--- src/rtl/word_packer.sv ---
// Width up-converter: packs RATIO consecutive IN_W-bit words into one output word,
// with early termination on in_last_i. Define WORD_PACKER_MSB_FIRST_EN for MSB-first lane order.
module word_packer #(
    parameter int IN_W  = 32,
    parameter int RATIO = 4
) (
    input  logic                  clk_i,
    input  logic                  srst_i,
    input  logic                  en_i,
    input  logic                  in_val_i,
    input  logic [IN_W-1:0]       in_data_i,
    input  logic                  in_last_i,
    output logic                  in_rdy_o,
    output logic                  out_val_o,
    output logic [IN_W*RATIO-1:0] out_data_o,
    output logic [RATIO-1:0]      out_keep_o,
    output logic                  out_last_o,
    input  logic                  out_rdy_i
);

    localparam int OUT_W = IN_W * RATIO;
    localparam int IDX_W = $clog2(RATIO);
    localparam logic [IDX_W-1:0] LAST_IDX = IDX_W'(RATIO - 1);

    logic [IDX_W-1:0] idx_q,  idx_d;
    logic [OUT_W-1:0] acc_q,  acc_d;
    logic             full_q, full_d;
    logic [OUT_W-1:0] data_q, data_d;
    logic [RATIO-1:0] keep_q, keep_d;
    logic             last_q, last_d;

    logic             accept;
    logic             xfer;
    logic             complete;
    logic [RATIO-1:0] lane_hit;
    logic [RATIO-1:0] keep_mask;
    logic [OUT_W-1:0] merged;
    logic [OUT_W-1:0] merged_masked;

    // Ready looks only at the output register, never at the input side.
    assign in_rdy_o  = en_i & ~srst_i & (~full_q | out_rdy_i);
    assign out_val_o = en_i & ~srst_i & full_q;

    assign accept   = in_val_i & in_rdy_o;
    assign xfer     = out_val_o & out_rdy_i;
    assign complete = (idx_q == LAST_IDX) | in_last_i;

    // Per-lane steering: POS is the packet position that lands in lane gi.
    for (genvar gi = 0; gi < RATIO; gi++) begin : g_lane
`ifdef WORD_PACKER_MSB_FIRST_EN
        localparam int POS = RATIO - 1 - gi;
`else
        localparam int POS = gi;
`endif
        assign lane_hit[gi]  = (idx_q == IDX_W'(POS));
        assign keep_mask[gi] = (IDX_W'(POS) <= idx_q);
        assign merged[gi*IN_W +: IN_W] = lane_hit[gi] ? in_data_i : acc_q[gi*IN_W +: IN_W];
        assign merged_masked[gi*IN_W +: IN_W] = keep_mask[gi] ? merged[gi*IN_W +: IN_W]
                                                              : {IN_W{1'b0}};
    end

    always_comb begin
        idx_d  = idx_q;
        acc_d  = acc_q;
        full_d = full_q;
        data_d = data_q;
        keep_d = keep_q;
        last_d = last_q;

        if (xfer) begin
            full_d = 1'b0;
        end

        // A completing accept overrides the clear above, giving a bubble-free reload.
        if (accept) begin
            if (complete) begin
                data_d = merged_masked;
                keep_d = keep_mask;
                last_d = in_last_i;
                full_d = 1'b1;
                idx_d  = '0;
                acc_d  = '0;
            end else begin
                acc_d = merged;
                idx_d = idx_q + 1'b1;
            end
        end
    end

    always_ff @(posedge clk_i) begin
        if (srst_i) begin
            idx_q  <= '0;
            acc_q  <= '0;
            full_q <= 1'b0;
            data_q <= '0;
            keep_q <= '0;
            last_q <= 1'b0;
        end else if (en_i) begin
            idx_q  <= idx_d;
            acc_q  <= acc_d;
            full_q <= full_d;
            data_q <= data_d;
            keep_q <= keep_d;
            last_q <= last_d;
        end
    end

    assign out_data_o = data_q;
    assign out_keep_o = keep_q;
    assign out_last_o = last_q;

endmodule
--- config.mk ---
export PLATFORM = sky130hd
export DESIGN_NAME = word_packer
export DESIGN_NICKNAME = d
export VERILOG_FILES = /design/src/rtl/word_packer.sv
export SDC_FILE = /design/constraint.sdc
export NUM_CORES = 1
export LEC_CHECK = 0
export BUFFER_PORTS_ARGS = -buffer_cell sky130_fd_sc_hd__buf_2
export CORE_MARGIN = 5
export CORE_UTILIZATION = 45
export CTS_CLUSTER_DIAMETER = 60
export DETAILED_ROUTE_END_ITERATION = 8
export PLACE_DENSITY = 0.77
export SYNTH_ARGS = -nofsm -noshare
export SYNTH_HDL_FRONTEND = slang
export SYNTH_SLANG_ARGS = --single-unit
--- constraint.sdc ---
create_clock -name clk_i -period 3.6 [get_ports clk_i]
set_clock_uncertainty 0.1 [all_clocks]
set_input_delay 0.36 -clock clk_i [delete_from_list [all_inputs] [get_ports clk_i]]
set_output_delay 0.36 -clock clk_i [all_outputs]
set_load 0.01 [all_outputs]
Word-level counts from Yosys, hierarchy flattened
Index checks and enable logic that the tools add are counted.
Cells by class
  add/sub/neg operators: 1
  $lt $le $gt $ge: 4
  eq/ne operators: 3
  multiplexer cells: 13
  bitwise logic cells: 9
  reductions and logical operators: 3
Operators with widths (count)
  $mux W32: 8
  $mux W128: 1
  $and A1 B1 Y1: 5
  $eq A2 B2 Y1 const B: 2
  $le A1 B2 Y1 const A: 2
  $le A2 B2 Y1 const A: 2
  $mux W1: 3
  $reduce_and A3 Y1: 1
  $add A2 B1 Y2 const B: 1
  $eq A2 B1 Y1 const B: 1
  $logic_not A2 Y1: 1
  $mux W2: 1
  $not A1 Y1: 2
  $or A1 B1 Y1: 2
  $reduce_and A2 Y1: 1
Word-level totals
  register bits: 264
  input bits: 38

Logic depth before layout (Yosys ltp)
  word-level depth: 7
  mapped depth: 8
  mapped depth without buffers: 5

Worst setup path after synthesis
Ideal clock, no wire load.
  path kind: flip-flop to flip-flop
  from: register idx_q[0]
  to: register data_q[10], in the netlist out_data_o[10]
  library setup time: 121 ps
  arrival time: 1550 ps
  required time: 3379 ps
  path slack: 1829 ps
  cell stages (with the launch flop): 7
  cells stage by stage: dfxtp_1 inv_1 ha_1 buf_2 buf_2 mux2_2 mux2_2
On the way
  cells in the longest elaborated chain, start to end: 3
  elaborated cells on any way between the ends: 7
  those cells by class: order compare: 1; eq/ne: 1; mux: 2; bitwise: 1; reduce/logical: 2
RTL lines
  from (decl): line 25  | logic [IDX_W-1:0] idx_q, idx_d;
  from (signal assigned): line 99  | idx_q <= idx_d;
  $eq A2 B2 Y1 or $logic_not A2 Y1 (tied branches): line 46, 55
  $or A1 B1 Y1 or $mux W32 (tied branches): line 46, 57
  $reduce_and A3 Y1 (no source line) or $mux W32 (tied branches)
  to (signal assigned): line 102  | data_q <= data_d;
  to (decl): line 28  | logic [OUT_W-1:0] data_q, data_d;
Several ways; a longest one is shown, not always the timed one.
A chain may end at the register's enable or synchronous reset.

Final worst setup path
  from: register idx_q[0]
  to: register data_q[82], in the netlist out_data_o[82]
On the way
  cells in the longest elaborated chain, start to end: 3
  elaborated cells on any way between the ends: 7
  those cells by class: order compare: 1; eq/ne: 2; mux: 2; bitwise: 1; reduce/logical: 1
RTL lines (line)
  $eq A2 B2 Y1 (on tied branches): 46, 55
  $or A1 B1 Y1 or $mux W32 (tied branches): 46, 57
  $reduce_and A3 Y1 (no source line) or $mux W32 (tied branches)
Several ways; a longest one is shown, not always the timed one.

==> reports/metrics.yaml <==
outcome: "complete, no violations"
hold_viol: 0
grt_overflow: 0
fp.dieW_um: 161
max_freq_ghz: 0.412
first_iter_violations: 550
startpoint_type: "register"
io_buffers: 172
synthCells: 1055
setup_viol: 0
min_path_type: "in -> reg"
p_leak_nw: 5.11
ys_ff_latch: 232
ys_top_cells_by_area: "dfxtp_1 (45%), mux2_2 (14%), o311ai_0 (8.4%)"
synth-compound-area-share: 0.168
yosysMostFrequentCell: "dfxtp_1"
gp_congestion: 0.817
cts_buffers: 24
grt_pass1_wl_um: 45100
clock-sinks: 232
via_per_inst: 5.79
postCtsHoldBufs: 0
peakVddDrop_v: 0.000405
die_y_um: 161
path_class: "reg -> reg"
grt_max_degree: 82
syn_area_um2: 10200
syn-num-nets: 1097
area_growth_pct: 17.4
worst_pin_slew_ns: 0.991
final_cell_area_um2: 12000
finalCriticalPeriod_ns: 2.43
h-tree-depth: 1
ys.flop_type: "dfxtp_1"
post_synth.cell_area_avg_um2: 9.70
yosysTopAreaCellShare: 0.454
synth-simple-area-share: 0.119
cp-end-kind: "register"
ys_types: 32
core_um2: 22500
dr.pass1.iters: 5
drv.max_cap_violation_count: 0
yosys-mux-area-fraction: 0.206
synth_top_family_by_area: "multiplexers"
reg2reg_from: "idx_q[0]"
synth_common_cells: "dfxtp_1 (232), nand2_1 (196), mux2_2 (129)"
grt_setup_unrepaired: "false"
synth_area_leader_cell: "dfxtp_1"
cts-root-buf: "clkbuf_16"
maxSlewViolCount: 0
post-route-period-util: 0.674
nets: 1199
synth_edf_count: 0
die-area_um2: 25900
ios: 173
antenna_found_initial: 2
cp_data_required_time_ns: 3.94
grt_pass1_vias: 8301
cts_tree: "done"
synthXorXnorAreaFrac: 0
groute.usage.overall: 0.210
clk_pin_slew_ns: 0.06
drive_gt1_frac: 0.311
seq_area_frac_synth: 0.454
wl_per_cell_um: 19.5
setup_tns_ns: 0
cp_max_fo: 33
crit_path_start: "idx_q[0]"
ant_nets: 0
rows: 55
async_flop_share: 0
arrival_ns: 2.76
clock_latency_ns: 0.52
synthesis.yosys.warnings: 0
p_per_area_nw_per_um2: 463
clockBufferDepth: 3
routed_wl_um: 28500
relSlewSlack: 0.339
hold_start: "in_data_i[3]"
vias: 8471
synthAdderAreaFrac: 0.00489
cts_setup_buffers: 0
initial_core_util: 0.455
dp_hpwl_um: 17800
drc: 0
cts_resized: 0
dpl_cell_area_um2: 11200
==> critical path, cell delays in order (launching register included) <==
cell and delay (ns):
dfxtp_1 0.36, inv_1 0.11, ha_1 0.65, o21ba_2 0.75, nand2_1 0.22, mux2i_1 0.17
==> sequential cells by signal (all words and copies together), names as in the netlist <==
register    cells
out_keep_o      4
idx_q           2
acc_q          96
out_last_o      1
out_data_o    128
full_q          1
==> metal layers <==
metal	wire length [µm]	global-route usage
met1	12900	0.290
met2	13000	0.333
met3	2090	0.0470
met4	578	0.0593
met5	13	0
==> kinds of logic (layout without fill, tap and decap cells) <==
kind of cell / count (synthesis) / after routing
and+or+nand+nor: 271 / 271
AOI/OAI and AO/OA: 235 / 235
DFF: 232 / 232
muxes: 194 / 194
buffers and inverters: 119 / 239
adders and majority gates: 4 / 4
other: 0 / 2
==> stage by stage <==
step	worst slack [ns]	hold WS, ns	power [W]	utilization	cells
4_1_cts	1.20	0.0274	0.00559	0.534	1460
5_1_grt	1.00	0.0303	0.00575	0.534	1461
2_1_floorplan	1.83	0.353	0.00291	-	1055
6_report	1.17	0.0436	0.00556	0.534	1462
3_3_place_gp	1.24	0.343	0.00305	0.498	1416
3_5_place_dp	1.17	0.349	0.00305	0.498	1416
==> path summary, 6_finish.rpt <==
| kind | endpoint | slack (ns) | cells after the start |
|---|---|---|---|
| max | out_data_o[82] | 1.17 | 5 |
| min | out_data_o[99] | 0.04 | 2 |
| max reg2reg | out_data_o[82] | 1.17 | 5 |
| min reg2reg | out_data_o[38] | 0.35 | 2 |
==> layout by cell type (no fill, tap or decap), types with 2 or more instances in the layout <==
master,instances
clkbuf_8,6
buf_4,12
clkbuf_16,25
o311ai_0,98
o21ai_0,87
nor2b_1,33
nand3_4,2
mux2_2,129
buf_12,5
inv_1,3
bufinv_16,2
o21ai_1,12
nand2_1,196
ha_1,3
mux2i_1,65
nand2b_1,33
diode_2,2
clkbuf_1,8
inv_2,2
a32o_1,31
dfxtp_1,232
clkinvlp_4,2
buf_2,172
==> final cells by class <==
type,count,area [µm²]
Fill cell,1979,10500
Multi-Input combinational cell,704,5120
Sequential cell,232,4640
Timing Repair Buffer,189,1050
Clock buffer,39,738
Tap cell,285,357
Clock inverter,5,80.1
Inverter,6,25.0
Antenna cell,2,5.00
==> where the power goes <==
part,total [W],switching [W],internal (W)
logic,0.000393,0.000259,0.000134
clock network,0.00256,0.00101,0.00154
registers,0.00261,0.0000141,0.00260
Power figures use the tool's default switching activity.
